--- config.mk ---
export PLATFORM = sky130hd
export DESIGN_NAME = multi_channel_divider
export DESIGN_NICKNAME = d
export VERILOG_FILES = /design/src/rtl/multi_channel_divider.sv
export SDC_FILE = /design/constraint.sdc
export NUM_CORES = 1
export LEC_CHECK = 0
export CORE_ASPECT_RATIO = 0.6
export CORE_MARGIN = 3
export CORE_UTILIZATION = 45
export DETAILED_ROUTE_END_ITERATION = 8
export SLEW_MARGIN = 20
export SYNTH_ARGS = -nofsm -noshare
export SYNTH_HDL_FRONTEND = slang
export SYNTH_SLANG_ARGS = --single-unit
--- constraint.sdc ---
create_clock -name clk -period 2.2 [get_ports clk]
set_input_delay 0.44 -clock clk [delete_from_list [all_inputs] [get_ports clk]]
set_output_delay 0.44 -clock clk [all_outputs]
set_load 0.05 [all_outputs]
--- src/rtl/multi_channel_divider.sv ---
// ----------------------------------------------------------------------------
// multi_channel_divider
//
// Purpose:
//   NUM_CH independent clock-enable strobe generators that share one clock.
//   Each channel has a runtime-programmable period (div+1 cycles) and runs
//   either periodically or as a one-shot. These strobes drive the IR/serial
//   samplers and timeout logic that need enables at assorted rates.
//
// Parameters:
//   NUM_CH      number of channels (1..16)
//   CNT_W       counter / divisor width in bits
//   DEFAULT_DIV divisor loaded into every channel at reset
//
// Ports:
//   clk          system clock
//   reset_n      synchronous active-low reset
//   cfg_we       configuration write strobe
//   cfg_ch       target channel of the write (out-of-range writes are ignored)
//   cfg_div      divisor, period = cfg_div+1 cycles
//   cfg_oneshot  1 = one-shot mode, 0 = periodic mode
//   cfg_phase    (MULTI_DIV_PHASE_EN only) start count on run rise / sync_clr
//   ch_run       per-channel run level
//   sync_clr     phase-align pulse, restarts every running counter
//   enable       one-cycle tick per channel
//   busy         channel is counting toward a tick
//
// Optional feature macro: MULTI_DIV_PHASE_EN (adds cfg_phase and start phase).
// ----------------------------------------------------------------------------
module multi_channel_divider #(
    parameter int unsigned NUM_CH      = 4,
    parameter int unsigned CNT_W       = 16,
    parameter int unsigned DEFAULT_DIV = 2024,
    localparam int unsigned CH_W       = (NUM_CH > 1) ? $clog2(NUM_CH) : 1
) (
    input  logic              clk,
    input  logic              reset_n,
    input  logic              cfg_we,
    input  logic [CH_W-1:0]   cfg_ch,
    input  logic [CNT_W-1:0]  cfg_div,
    input  logic              cfg_oneshot,
`ifdef MULTI_DIV_PHASE_EN
    input  logic [CNT_W-1:0]  cfg_phase,
`endif
    input  logic [NUM_CH-1:0] ch_run,
    input  logic              sync_clr,
    output logic [NUM_CH-1:0] enable,
    output logic [NUM_CH-1:0] busy
);

    localparam logic [CNT_W-1:0] DEF_DIV = CNT_W'(DEFAULT_DIV);
    localparam logic [CNT_W-1:0] CNT_ONE = CNT_W'(1);

    // Per-channel state: count, active divisor/mode and shadow divisor/mode.
    logic [CNT_W-1:0]  cnt_q  [NUM_CH];
    logic [CNT_W-1:0]  cnt_d  [NUM_CH];
    logic [CNT_W-1:0]  div_q  [NUM_CH];
    logic [CNT_W-1:0]  div_d  [NUM_CH];
    logic [CNT_W-1:0]  sdiv_q [NUM_CH];
    logic [CNT_W-1:0]  sdiv_d [NUM_CH];
    logic [CNT_W-1:0]  start  [NUM_CH];
    logic [NUM_CH-1:0] os_q, os_d;
    logic [NUM_CH-1:0] sos_q, sos_d;
    logic [NUM_CH-1:0] done_q, done_d;
    logic [NUM_CH-1:0] term;
    logic [NUM_CH-1:0] wr;
    logic [NUM_CH-1:0] upd;
    // Low for the first cycle after any reset edge; keeps enable/busy at 0
    // while reset is held even though ch_run may be high.
    logic              act_q;

`ifdef MULTI_DIV_PHASE_EN
    logic [CNT_W-1:0]  ph_q  [NUM_CH];
    logic [CNT_W-1:0]  ph_d  [NUM_CH];
    logic [CNT_W-1:0]  sph_q [NUM_CH];
    logic [CNT_W-1:0]  sph_d [NUM_CH];
    logic [NUM_CH-1:0] run_prev_q;
    logic [NUM_CH-1:0] rise;

    assign rise = ch_run & ~run_prev_q;
`endif

    // Terminal count on the registered count; only ch_run reaches the
    // outputs combinationally.
    always_comb begin
        term = '0;
        for (int unsigned i = 0; i < NUM_CH; i++) begin
            term[i] = ch_run[i] & ~done_q[i] & (cnt_q[i] == div_q[i]);
        end
    end

    assign enable = term & {NUM_CH{act_q}};
    assign busy   = ch_run & ~done_q & {NUM_CH{act_q}};

    always_comb begin
        wr     = '0;
        upd    = '0;
        os_d   = os_q;
        sos_d  = sos_q;
        done_d = done_q;
        for (int unsigned i = 0; i < NUM_CH; i++) begin
            cnt_d[i]  = cnt_q[i];
            div_d[i]  = div_q[i];
            sdiv_d[i] = sdiv_q[i];
            start[i]  = '0;
`ifdef MULTI_DIV_PHASE_EN
            ph_d[i]   = ph_q[i];
            sph_d[i]  = sph_q[i];
`endif
            // Out-of-range cfg_ch matches no channel index, so it is dropped.
            wr[i] = cfg_we & (cfg_ch == CH_W'(i));
            if (wr[i]) begin
                sdiv_d[i] = cfg_div;
                sos_d[i]  = cfg_oneshot;
`ifdef MULTI_DIV_PHASE_EN
                sph_d[i]  = cfg_phase;
`endif
            end

            // Shadow equals active except while a write is pending, so the
            // copy can run on every idle or terminal cycle. Using the _d
            // shadow lets a write on the terminal cycle take effect for the
            // very next period.
            upd[i] = ~ch_run[i] | done_q[i] | term[i];
            if (upd[i]) begin
                div_d[i] = sdiv_d[i];
                os_d[i]  = sos_d[i];
`ifdef MULTI_DIV_PHASE_EN
                ph_d[i]  = sph_d[i];
`endif
            end

`ifdef MULTI_DIV_PHASE_EN
            start[i] = (ph_d[i] > div_d[i]) ? div_d[i] : ph_d[i];
`endif

            if (!ch_run[i]) begin
                cnt_d[i]  = '0;
                done_d[i] = 1'b0;
            end else if (done_q[i]) begin
                cnt_d[i] = '0;
            end else if (term[i]) begin
                if (os_q[i]) begin
                    done_d[i] = 1'b1;
                    cnt_d[i]  = '0;
                end else if (sync_clr) begin
                    cnt_d[i] = start[i];
                end else begin
                    cnt_d[i] = '0;
                end
            end else if (sync_clr) begin
                cnt_d[i] = start[i];
`ifdef MULTI_DIV_PHASE_EN
            end else if (rise[i]) begin
                // Rise cycle itself plays the role of count==start, so the
                // next count is start+1 (saturated at div).
                cnt_d[i] = (start[i] == div_d[i]) ? start[i] : start[i] + CNT_ONE;
`endif
            end else begin
                cnt_d[i] = cnt_q[i] + CNT_ONE;
            end
        end
    end

    always_ff @(posedge clk) begin
        if (!reset_n) begin
            for (int unsigned i = 0; i < NUM_CH; i++) begin
                cnt_q[i]  <= '0;
                div_q[i]  <= DEF_DIV;
                sdiv_q[i] <= DEF_DIV;
`ifdef MULTI_DIV_PHASE_EN
                ph_q[i]   <= '0;
                sph_q[i]  <= '0;
`endif
            end
            os_q   <= '0;
            sos_q  <= '0;
            done_q <= '0;
            act_q  <= 1'b0;
`ifdef MULTI_DIV_PHASE_EN
            run_prev_q <= '0;
`endif
        end else begin
            for (int unsigned i = 0; i < NUM_CH; i++) begin
                cnt_q[i]  <= cnt_d[i];
                div_q[i]  <= div_d[i];
                sdiv_q[i] <= sdiv_d[i];
`ifdef MULTI_DIV_PHASE_EN
                ph_q[i]   <= ph_d[i];
                sph_q[i]  <= sph_d[i];
`endif
            end
            os_q   <= os_d;
            sos_q  <= sos_d;
            done_q <= done_d;
            act_q  <= 1'b1;
`ifdef MULTI_DIV_PHASE_EN
            run_prev_q <= ch_run;
`endif
        end
    end

endmodule

Word-level counts from Yosys, hierarchy flattened --
Memory sizes are Yosys's and may differ from the RTL's. Cells that the tools add are included.
Cells by class: $lt $le $gt $ge 0, bitwise gates (word level) 44, reductions and logical operators 5, multipliers 0, div/mod/pow operators 0, shift-type cells 0, equality and inequality tests 7, mux-type cells 54, add/sub/neg operators 4
Operator list (count):
- $mux W16 | 36
- $add A16 B1 Y16 const B | 4
- $eq A16 B16 Y1 | 4
- $or A1 B1 Y1 | 20
- $mux W1 | 18
- $and A1 B1 Y1 | 12
- $and A4 B4 Y4 | 3
- $not A1 Y1 | 8
- $reduce_and A2 Y1 | 4
- $eq A2 B2 Y1 const B | 2
- $not A4 Y4 | 1
- $eq A2 B1 Y1 const B | 1
- $logic_not A2 Y1 | 1
Storage, ports and cells: register bits after elaboration 13, bits in writable memories 192, memories 3, ROM bits 0, latch bits 0
Memories:
- cnt_q | depth 4, bits a word 16, rd ports 4, clocked after memory_dff 0, wr ports 4, RTL line 55 | logic [CNT_W-1:0] cnt_q [NUM_CH];
- div_q | depth 4, bits a word 16, rd ports 4, clocked after memory_dff 0, wr ports 4, RTL line 57 | logic [CNT_W-1:0] div_q [NUM_CH];
- sdiv_q | depth 4, bits a word 16, rd ports 4, clocked after memory_dff 0, wr ports 4, RTL line 59 | logic [CNT_W-1:0] sdiv_q [NUM_CH];

Depth between registers and ports, before layout --
Gate-level depths: netlist (run 1).
word-level depth 7, gate-level depth with buffers 8

Worst setup path after synthesis (run 1) --
Ideal clock, no wire load.
path type input to output, start input ch_run[0], end output enable[0], path slack -0.007 ns, data required time 1.760 ns, cell stages on the path 3, data arrival time 1.767 ns, path through nand2b_1 -> nor2_1 -> and2_1
On the way: longest elaborated chain between the ends 3
Ends and longest elaborated chain:
- from (decl) | RTL line 45 | input logic [NUM_CH-1:0] ch_run,
- $and A1 B1 Y1 (2 in series) | RTL line 88 | term[i] = ch_run[i] & ~done_q[i] & (cnt_q[i] == div_q[i]);
- $and A4 B4 Y4 | RTL line 92 | assign enable = term & {NUM_CH{act_q}};
- to (decl) | RTL line 47 | output logic [NUM_CH-1:0] enable,
No other way between the ends.

==> impl_metrics.ini, run 1 <==
[global_routing]
grt_max_degree = 87
grt_pass1_wl_um = 32400
grt.total_usage = 0.193
grt_pass1_vias = 5775
antenna_found_initial = 0
grt_overflow = 0

[pwr]
p_seq_frac = 0.483
sw_frac_of_total = 0.222
switching_power_mw = 1.76
finalPower_mw = 7.95
max-vdd-ir-drop_mv = 0.603
power_density_mw_per_mm2 = 753
p_int_mw = 6.19
clockPowerShare = 0.454
p_comb_frac = 0.063
total_leakage_power_nw = 3.84

[synth]
netlist_instances = 926
ys_seq_area_frac = 0.471
syn_nets = 957
netlist_area_mm2 = 0.00872
synth-seq-cells = 205
syn_avg_cell_area_um2 = 9.42
yosysUniqueCellTypes = 32
yosys_warnings = 0

[timing]
rsz0062_at_grt = yes
layout_min_cycle_time_ns = 2.35
worst_pin_slew_ns = 0.561
setup_ws_ns = -0.147
final_hold_viol_count = 0
skew_ns = 0.0122
maxSlewViolCount = 0
finalCritPeriodShare = 1.07
max_freq_ghz = 0.426
relSlewSlack = 0.623
setup_viol = 4

[routing]
drt_pass1_iterations = 5
num_vias = 6243
wl_met1_um = 11800
wl_met2_um = 6810
route.met3.wl_um = 1040
drc = 0
via_per_inst = 5.08
wl_per_cell_um = 16.3
routed.top_layer = met4
antenna_left = 0
drt_iter0_drc = 538
wl_um = 20000

[layout]
multi_input_area_mm2 = 0.00450
antenna_cells = 0
postLayoutCellArea_mm2 = 0.0106
fill_cells = 1629
layout-drive-gt1-share = 0.202
area_growth_syn_to_layout_pct = 21.2
regArea_mm2 = 0.00418
layout.nets = 1007

[floorplan]
dieArea_mm2 = 0.0211
coreArea_mm2 = 0.0185
fp.dieH_um = 114
start_util = 0.470
num_io_pins = 35
die_w_um = 186
core.rowCount = 38

[worst_hold_path]
hold_depth = 3
min_path_type = in2reg

[critical_path]
crit_required_ns = 1.76
critPathKind = reg2out
r2r_cells = 6
worst_ep_arrival_time_ns = 1.91
crit_fanout = 2
worstSetupStartpointType = flip-flop
end_kind = output port

[place]
dp_hpwl_um = 14200
gp_congestion = 0.830
dpl_cell_area_mm2 = 0.00962
numPortBuffers = 34

[cts]
numCtsBuffers = 20
clk_path_buf_depth = 3
hold_buffers = 0
clock_latency_ns = 0.49
clk_pin_slew_worst_paths_ns = 0.06
clock-root-buffer = clkbuf_16
clkSinkCount = 205
tritoncts = built
h-tree-depth = 1

[flow_run]
maxCapViolCount = 0

[status]
violations = negative setup slack
status = finished with violations
[synthesized netlist by cell type]
library cell | count | area share
dfxtp_1 | 205 | 0.47
nand2_1 | 118 | 0.051
xnor2_1 | 96 | 0.096
nor2_1 | 84 | 0.036
mux2i_1 | 51 | 0.059
o21ai_0 | 41 | 0.024
o31ai_1 | 40 | 0.034
nand2b_1 | 33 | 0.024
nor2b_1 | 30 | 0.022
mux2_2 | 28 | 0.036
nand3_1 | 27 | 0.015
nand4_1 | 24 | 0.017
clkbuf_1 | 23 | 0.0099
xor2_1 | 23 | 0.023
and3_1 | 16 | 0.011
buf_2 | 16 | 0.0092
a21boi_0 | 10 | 0.0086
inv_1 | 10 | 0.0043
nor3_1 | 6 | 0.0034
a21oi_1 | 5 | 0.0029
buf_4 | 5 | 0.0043
or3_1 | 5 | 0.0036
and2_1 | 4 | 0.0029
buf_6 | 4 | 0.0052
ha_1 | 4 | 0.0057
nor2_2 | 4 | 0.0029
nor4_4 | 4 | 0.0098
and4_1 | 3 | 0.0030
buf_1 | 2 | 0.00086
nand3b_1 | 2 | 0.0017
nor3b_1 | 2 | 0.0017
nor4_1 | 1 | 0.00072
[per-layer routing]
metal  vias up  GRT usage
met5         -          0
li1       3211          -
met1      2898      0.338
met4         0     0.0342
met3        23     0.0370
met2       111      0.234
[registers in the layout (all words and copies together) (netlist names)]
register,flops
sos_q,4
os_q,4
cnt_q,64
sdiv_q,64
done_q,4
act_q,1
div_q,64
[worst max-delay path: stages, from the launching register on]
cell     delay [ns]
dfxtp_2        0.35
xnor2_4        0.19
nand4_1        0.16
nor4_4         0.38
and2_4         0.21
buf_12         0.13
[final cells by class]
type,instances,area share
multi-input combinational,661,0.426
sequential,205,0.396
timing repair buffer,78,0.0815
clock buffer,28,0.0541
tap,240,0.0284
clock inverter,7,0.0104
inverter,10,0.00355
[cell usage in the layout (no fill, tap or decap), drive strengths merged, types with 3 or more instances in the layout]
| cell type | count |
|---|---|
| buf | 53 |
| xnor2 | 96 |
| and4 | 3 |
| xor2 | 23 |
| or3 | 5 |
| and3 | 16 |
| nand2b | 33 |
| clkdlybuf4s50 | 25 |
| and2 | 4 |
| mux2 | 28 |
| o31ai | 40 |
| clkinv | 4 |
| nor2 | 88 |
| nand3 | 27 |
| dfxtp | 205 |
| o21ai | 41 |
| nor4 | 5 |
| bufinv | 3 |
| a21oi | 5 |
| nor3 | 6 |
| inv | 10 |
| a21boi | 10 |
| ha | 4 |
| clkbuf | 28 |
| mux2i | 51 |
| nand2 | 118 |
| nor2b | 30 |
| nand4 | 24 |
[cell families (layout without fill, tap and decap cells)]
kind of cell,Yosys count,count (layout),synth area share
flops,205,205,0.471
compound gates,96,96,0.0695
buf+inv,60,123,0.0337
fa+ha+maj,4,4,0.00574
mux,79,79,0.0947
xor+xnor,119,119,0.120
simple gates,363,363,0.206
[per-stage QoR]
| stage | instances | setup TNS, ns | utilization | worst slack [ns] | hold WS (ns) |
|---|---|---|---|---|---|
| floorplan | 926 | 0 | - | 0.000928 | 0.428 |
| CTS | 1229 | -0.501 | 0.566 | -0.172 | 0.397 |
| global route | 1229 | -0.837 | 0.570 | -0.249 | 0.424 |
| global placement | 1191 | 0 | 0.519 | 0.0981 | 0.445 |
| detailed placement | 1191 | 0 | 0.519 | 0.0733 | 0.448 |
| finish | 1229 | -0.436 | 0.570 | -0.147 | 0.424 |
[power by group through the flow]
stage               clock [mW]  sequential [mW]  combinational, mW
finish                    3.61             3.84              0.502
global route              3.86             3.85              0.547
detailed placement           0             3.93              0.492
CTS                       3.69             3.84              0.501
floorplan                    0             3.91              0.297
global placement             0             3.93              0.490
[what timing repair did]
action,4_1_cts,5_1_grt
pin swaps,25,9
setup buffers,3,0
endpoints found under the setup margin,4,4
gates resized for setup,64,19
[path summary, 6_finish.rpt]
path,from,to,slack [ns]
worst max-delay path,div_q[0][5]$_SDFFE_PN1P_,enable[0],-0.15
worst min register to register,os_q[0]$_SDFFE_PN0P_,os_q[0]$_SDFFE_PN0P_,0.45
worst max register to register,div_q[3][9]$_SDFFE_PN1P_,cnt_q[3][9]$_SDFF_PP0_,0.27
worst min-delay path,reset_n,sdiv_q[0][10]$_SDFF_PN1_,0.42
Power figures use the tool's default switching activity.
==> inputs of run 2 (changes only) <==
--- a/config.mk
+++ b/config.mk
@@ -9,6 +9,8 @@
 export CORE_MARGIN = 3
 export CORE_UTILIZATION = 45
 export DETAILED_ROUTE_END_ITERATION = 8
+export DONT_BUFFER_PORTS = 1
+export SETUP_SLACK_MARGIN = 0.15
 export SLEW_MARGIN = 20
 export SYNTH_ARGS = -nofsm -noshare
 export SYNTH_HDL_FRONTEND = slang
==> run 2 against run 1 <==
- the run still ends with negative setup slack left
- final cell count fell by 2.5%
- utilization fell by 2.3 points
- worst hold slack got worse by 0.37 ns
- sequential cell count did not move
- critical path depth did not move
- total power fell by 3.7%
- sequential power barely moved
- sequential share of layout area rose by 1.7 points
- setup slack got worse by 0.069 ns
- cell area fell by 4.0%
- clock power fell by 4%
- largest cell class unchanged
==> impl_metrics.ini, run 2 (synthesized netlist as in run 1, its figures left out) <==
[floorplan]
num_io_pins = 35
fp.dieH_um = 114
core.rowCount = 38
coreArea_mm2 = 0.0185
die_w_um = 186
start_util = 0.470
dieArea_mm2 = 0.0211

[place]
post-place-ws_ns = 0.215
dp_hpwl_um = 14000
gp_congestion = 0.833
placed_cells_incl_taps = 1154
numPortBuffers = 0

[pwr]
p_seq_frac = 0.502
clockPowerShare = 0.452
max-vdd-ir-drop_mv = 0.435
total_leakage_power_nw = 3.66
p_int_mw = 5.95
power_density_mw_per_mm2 = 755
switching_power_mw = 1.71
finalPower_mw = 7.66
sw_frac_of_total = 0.224
p_comb_frac = 0.046

[layout]
fill_cells = 1657
layout-drive-gt1-share = 0.218
largestRegisters = cnt_q x64, div_q x64, sdiv_q x64
area_growth_syn_to_layout_pct = 16.4
antenna_cells = 0
final_cell_mix = dfxtp_1, nand2_1, nor2_1
stdcell_count = 1198
layout.nets = 975
layout_commonest_cell = dfxtp_1

[routing]
routed.top_layer = met4
wl_met1_um = 11900
num_vias = 6200
wl_per_cell_um = 17.0
wl_met2_um = 6910
drc = 0
antenna_left = 0
via_per_inst = 5.18
drt_pass1_iterations = 5
drt_iter0_drc = 475
wl_um = 20300
route.met3.wl_um = 1240

[global_routing]
grt_pass1_wl_um = 32200
grt_overflow = 0
antenna_found_initial = 0
grt.total_usage = 0.193
grt_max_degree = 143
grt_pass1_vias = 5637

[critical_path]
cpMaxStageDelayCell = nor4_4
critPathBufInv = 1
crit_chain = xnor2_2 > nand4_1 > nor4_4 > and2_4 > buf_12
crit_required_ns = 1.76
worst_ep_arrival_time_ns = 1.98
crit_fanout = 2
cp_slowest_stage_delay_ns = 0.39
end_kind = output port
worstSetupStartpointType = flip-flop
critPathKind = reg2out
critical-path-top-delay-family = simple AND/OR/NAND/NOR gates

[cts]
clock-root-buffer = clkbuf_16
numCtsBuffers = 20
clk_pin_slew_worst_paths_ns = 0.07
tritoncts = built
clk_path_buf_depth = 3
h-tree-depth = 1
clkSinkCount = 205
clock_latency_ns = 0.49

[timing]
setup_tns_ns = -0.425
final_hold_viol_count = 0
finalCritPeriodShare = 1.10
max_freq_ghz = 0.414
holdWs_ns = 0.0583
layout_min_cycle_time_ns = 2.42
setup_ws_ns = -0.216
relSlewSlack = 0.654
skew_ns = 0.0128
maxSlewViolCount = 0
worst_pin_slew_ns = 0.515
setup_viol = 4
rsz0062_at_grt = yes

[status]
violations = negative setup slack
status = finished with violations

[flow_run]
maxCapViolCount = 0

[worst_hold_path]
min_path_type = in2reg
-- run 2: power groups by stage --
stage	Combinational [mW]	Sequential, mW	Clock, mW
2_1_floorplan	0.297	3.91	0
3_3_place_gp	0.335	3.93	0
3_5_place_dp	0.338	3.93	0
4_1_cts	0.351	3.85	3.54
5_1_grt	0.390	3.85	3.68
6_report	0.354	3.85	3.46
-- run 2: repair_timing --
item                                    4_1_cts  5_1_grt
pin swaps                                    27       19
endpoints found under the hold margin         1        0
buffers inserted                              5        2
endpoints found under the setup margin        4       16
gates resized for setup                      73       25
hold buffers                                  1        0
-- run 2: layout make-up --
class / count / area (um2) / area share
Sequential cell: 205 / 4190 / 0.413
Inverter: 10 / 37.5 / 0.00370
Tap cell: 240 / 300 / 0.0296
Timing Repair Buffer: 46 / 427 / 0.0420
Clock inverter: 6 / 65.1 / 0.00641
Clock buffer: 30 / 589 / 0.0581
Multi-Input combinational cell: 661 / 4540 / 0.447
-- run 2: final timing paths --
check / startpoint / end / slack [ns] / cells past startpoint
worst max-delay path: div_q[0][0]$_SDFFE_PN0P_ / enable[0] / -0.22 / 5
worst min-delay path: ch_run[3] / done_q[3]$_SDFF_PN0_ / 0.06 / 2
worst max register to register: cnt_q[3][13]$_SDFF_PP0_ / div_q[3][9]$_SDFFE_PN1P_ / 0.16 / 8
worst min register to register: sdiv_q[0][9]$_SDFF_PN1_ / sdiv_q[0][9]$_SDFF_PN1_ / 0.46 / 2
-- run 2: stage by stage --
step	util	area [um2]
floorplan	-	8730
global placement	0.493	9140
detailed placement	0.493	9140
CTS	0.541	10000
global route	0.547	10100
finish	0.547	10100
-- run 2: per-layer routing --
layer  GRT usage  up-vias
li1            -     3147
met1       0.339     2897
met2       0.230      132
met3      0.0398       24
met4      0.0327        0
met5           0        -
==> inputs of run 3 (changes only) <==
--- a/config.mk
+++ b/config.mk
@@ -5,6 +5,7 @@
 export SDC_FILE = /design/constraint.sdc
 export NUM_CORES = 1
 export LEC_CHECK = 0
+export ABC_AREA = 1
 export CORE_ASPECT_RATIO = 0.6
 export CORE_MARGIN = 3
 export CORE_UTILIZATION = 45
==> constraint.sdc (replaced) <==
create_clock -name clk -period 2.2 [get_ports clk]
set_input_delay 0.33 -clock clk [delete_from_list [all_inputs] [get_ports clk]]
set_output_delay 0.33 -clock clk [all_outputs]
set_load 0.05 [all_outputs]
==> run 3 against run 2 <==
- via count is 44% higher
- critical path depth is 4 higher
- highest routed layer unchanged
- global-route usage is 1.5 points higher
- critical endpoint is now enable[3]
- the run now ends clean
==> impl_metrics.ini, run 3 <==
[layout]
layout_commonest_cell = nand2_1
multi_input_area_mm2 = 0.00471
layout-drive-gt1-share = 0.203
layout.nets = 1570
regArea_mm2 = 0.00425
largestRegisters = cnt_q x64, div_q x64, sdiv_q x64
fill_cells = 2105
area_growth_syn_to_layout_pct = 20.2
antenna_cells = 0
final_cell_mix = nand2_1, inv_1, nor2_1

[critical_path]
cp_slowest_stage_delay_ns = 0.38
cpMaxStageDelayCell = dfxtp_2
end_kind = output port
worst_ep_arrival_time_ns = 1.83
crit_chain = inv_1 > nand2_1 > nand2_1 > nor2_1 > nand2_1 > nor2_2 > nand2_2 > nor3_4 > buf_6
critPathKind = reg2out
r2r_cells = 15
path_common_cell = nand2_1
crit_fanout = 3
crit_required_ns = 1.87
worstSetupStartpointType = flip-flop
timing.rr.end = div_q[3][11]$_SDFFE_PN0P_
timing.rr.start = div_q[3][5]$_SDFFE_PN1P_
ff2ff_setup_slack_ns = 0.19

[cts]
clock_latency_ns = 0.50
tritoncts = built
numCtsBuffers = 21
clkSinkCount = 205
clk_pin_slew_worst_paths_ns = 0.07
h-tree-depth = 1
clock-root-buffer = clkbuf_16
clk_path_buf_depth = 3

[timing]
relSlewSlack = 0.489
setup_viol = 0
maxSlewViolCount = 0
worst_pin_slew_ns = 0.760
final_hold_viol_count = 0
setup_tns_ns = 0
layout_min_cycle_time_ns = 2.16
max_freq_ghz = 0.463
rsz0062_at_grt = yes
holdWs_ns = 0.0428
finalCritPeriodShare = 0.981
skew_ns = 0.0118

[routing]
via_per_inst = 4.88
drt_pass1_iterations = 5
antenna_left = 0
drc = 0
drt_iter0_drc = 715
wl_per_cell_um = 13.8
num_vias = 8931
wl_um = 25300

[pwr]
total_leakage_power_nw = 5.48
max-vdd-ir-drop_mv = 0.516
power_density_mw_per_mm2 = 737

[place]
gp_congestion = 0.844
dp_hpwl_um = 16900
numPortBuffers = 0

[global_routing]
grt_pass1_vias = 7763
grt.total_usage = 0.208
grt_overflow = 0
antenna_found_initial = 1
grt_pass1_wl_um = 40100
grt_max_degree = 88

[synth]
synthTopCellsByArea = dfxtp_1, nand2_1, inv_1
synth-seq-cells = 205
async_flop_share = 0
syn_avg_cell_area_um2 = 6.56
synth_edf_count = 0
yosys.area.top_type_share = 0.421
yosysMostFrequentCell = nand2_1
ys_seq_area_frac = 0.421
yosys_warnings = 0
ys.flop_type = dfxtp_1
ys_top_cells_by_count = nand2_1, inv_1, dfxtp_1, nor2_1, nand3_1
netlist_instances = 1487
netlist_area_mm2 = 0.00975
syn_nets = 1518
synth_top_cell_by_area = dfxtp_1
yosysUniqueCellTypes = 26

[worst_hold_path]
hold_depth = 2
min_to = sos_q[1]$_SDFF_PN0_
min_path_type = in2reg
hp-start = cfg_oneshot

[floorplan]
coreArea_mm2 = 0.0211
dieArea_mm2 = 0.0235
die_w_um = 196
fp.dieH_um = 120
num_io_pins = 35
start_util = 0.461
core.rowCount = 41

[flow_run]
maxCapViolCount = 0

[status]
status = finished clean
-- run 3: how the worst max path moves through the flow --
| stage | start | endpoint | slack, ns | depth (start not counted) |
|---|---|---|---|---|
| floorplan | cnt_q[3][9]$_SDFF_PP0_ | enable[3] | 0.05 | 10 |
| global placement | cnt_q[0][6]$_SDFF_PP0_ | cnt_q[0][15]$_SDFF_PP0_ | 0.38 | 10 |
| detailed placement | cnt_q[1][8]$_SDFF_PP0_ | cnt_q[1][14]$_SDFF_PP0_ | 0.32 | 11 |
| CTS | cnt_q[0][0]$_SDFF_PP0_ | enable[0] | 0.05 | 9 |
| global route | div_q[3][5]$_SDFFE_PN1P_ | enable[3] | -0.07 | 9 |
| finish | div_q[3][5]$_SDFFE_PN1P_ | enable[3] | 0.04 | 9 |
-- run 3: per-stage QoR --
step | util | area [um2] | power (mW) | worst slack [ns] | std cells
after CTS | 0.533 | 11300 | 8.69 | 0.0478 | 1810
after global placement | 0.480 | 10100 | 4.72 | 0.385 | 1744
after detailed placement | 0.480 | 10100 | 4.73 | 0.324 | 1744
after floorplan | - | 9780 | 4.58 | 0.0540 | 1487
after global routing | 0.554 | 11700 | 9.02 | -0.0713 | 1832
final | 0.554 | 11700 | 8.63 | 0.0419 | 1832
-- run 3: kinds of logic after synthesis --
| family | Yosys count | share of synthesized area |
|---|---|---|
| AND/OR/NAND/NOR | 815 | 0.349 |
| buffers and inverters | 292 | 0.116 |
| flip-flops | 205 | 0.421 |
| AO/OA/AOI/OAI | 138 | 0.0802 |
| XOR/XNOR | 33 | 0.0296 |
| adder cells (fa/ha/maj) | 4 | 0.00513 |
-- run 3: layout make-up --
type / instances / share of cell area
clock buffers: 25 / 0.0478
clock inverters: 12 / 0.0158
inverters: 238 / 0.0770
multi-input cells: 990 / 0.402
flip-flops and latches: 205 / 0.363
well taps: 279 / 0.0298
repair buffers: 83 / 0.0650
-- run 3: power breakdown --
part | total (mW) | switching [mW] | internal (mW)
Clock | 3.91 | 1.51 | 2.40
Sequential | 3.94 | 0.0829 | 3.85
Combinational | 0.781 | 0.479 | 0.302
-- run 3: layer usage --
metal | GRT usage | vias up | routed length (um) | part of all wire
met5 | 0 | - | 0 | 0
met4 | 0.0325 | 0 | 325 | 0.013
met3 | 0.0365 | 27 | 1550 | 0.061
met2 | 0.300 | 204 | 10300 | 0.40
met1 | 0.327 | 4041 | 13200 | 0.52
li1 | - | 4659 | - | -
-- run 3: worst max-delay path, delay by kind of cell, from the launching register on --
kind | cells | cell delay (ns)
buf+inv | 2 | 0.23
flops | 1 | 0.38
simple gates | 7 | 0.71
-- run 3: timing repair --
action	CTS	global route
hold buffers	5	0
setup buffers	24	18
pin swaps	16	32
endpoints found under the hold margin	87	0
gates cloned	0	4
setup endpoints to repair	4	37
resized for setup	89	109
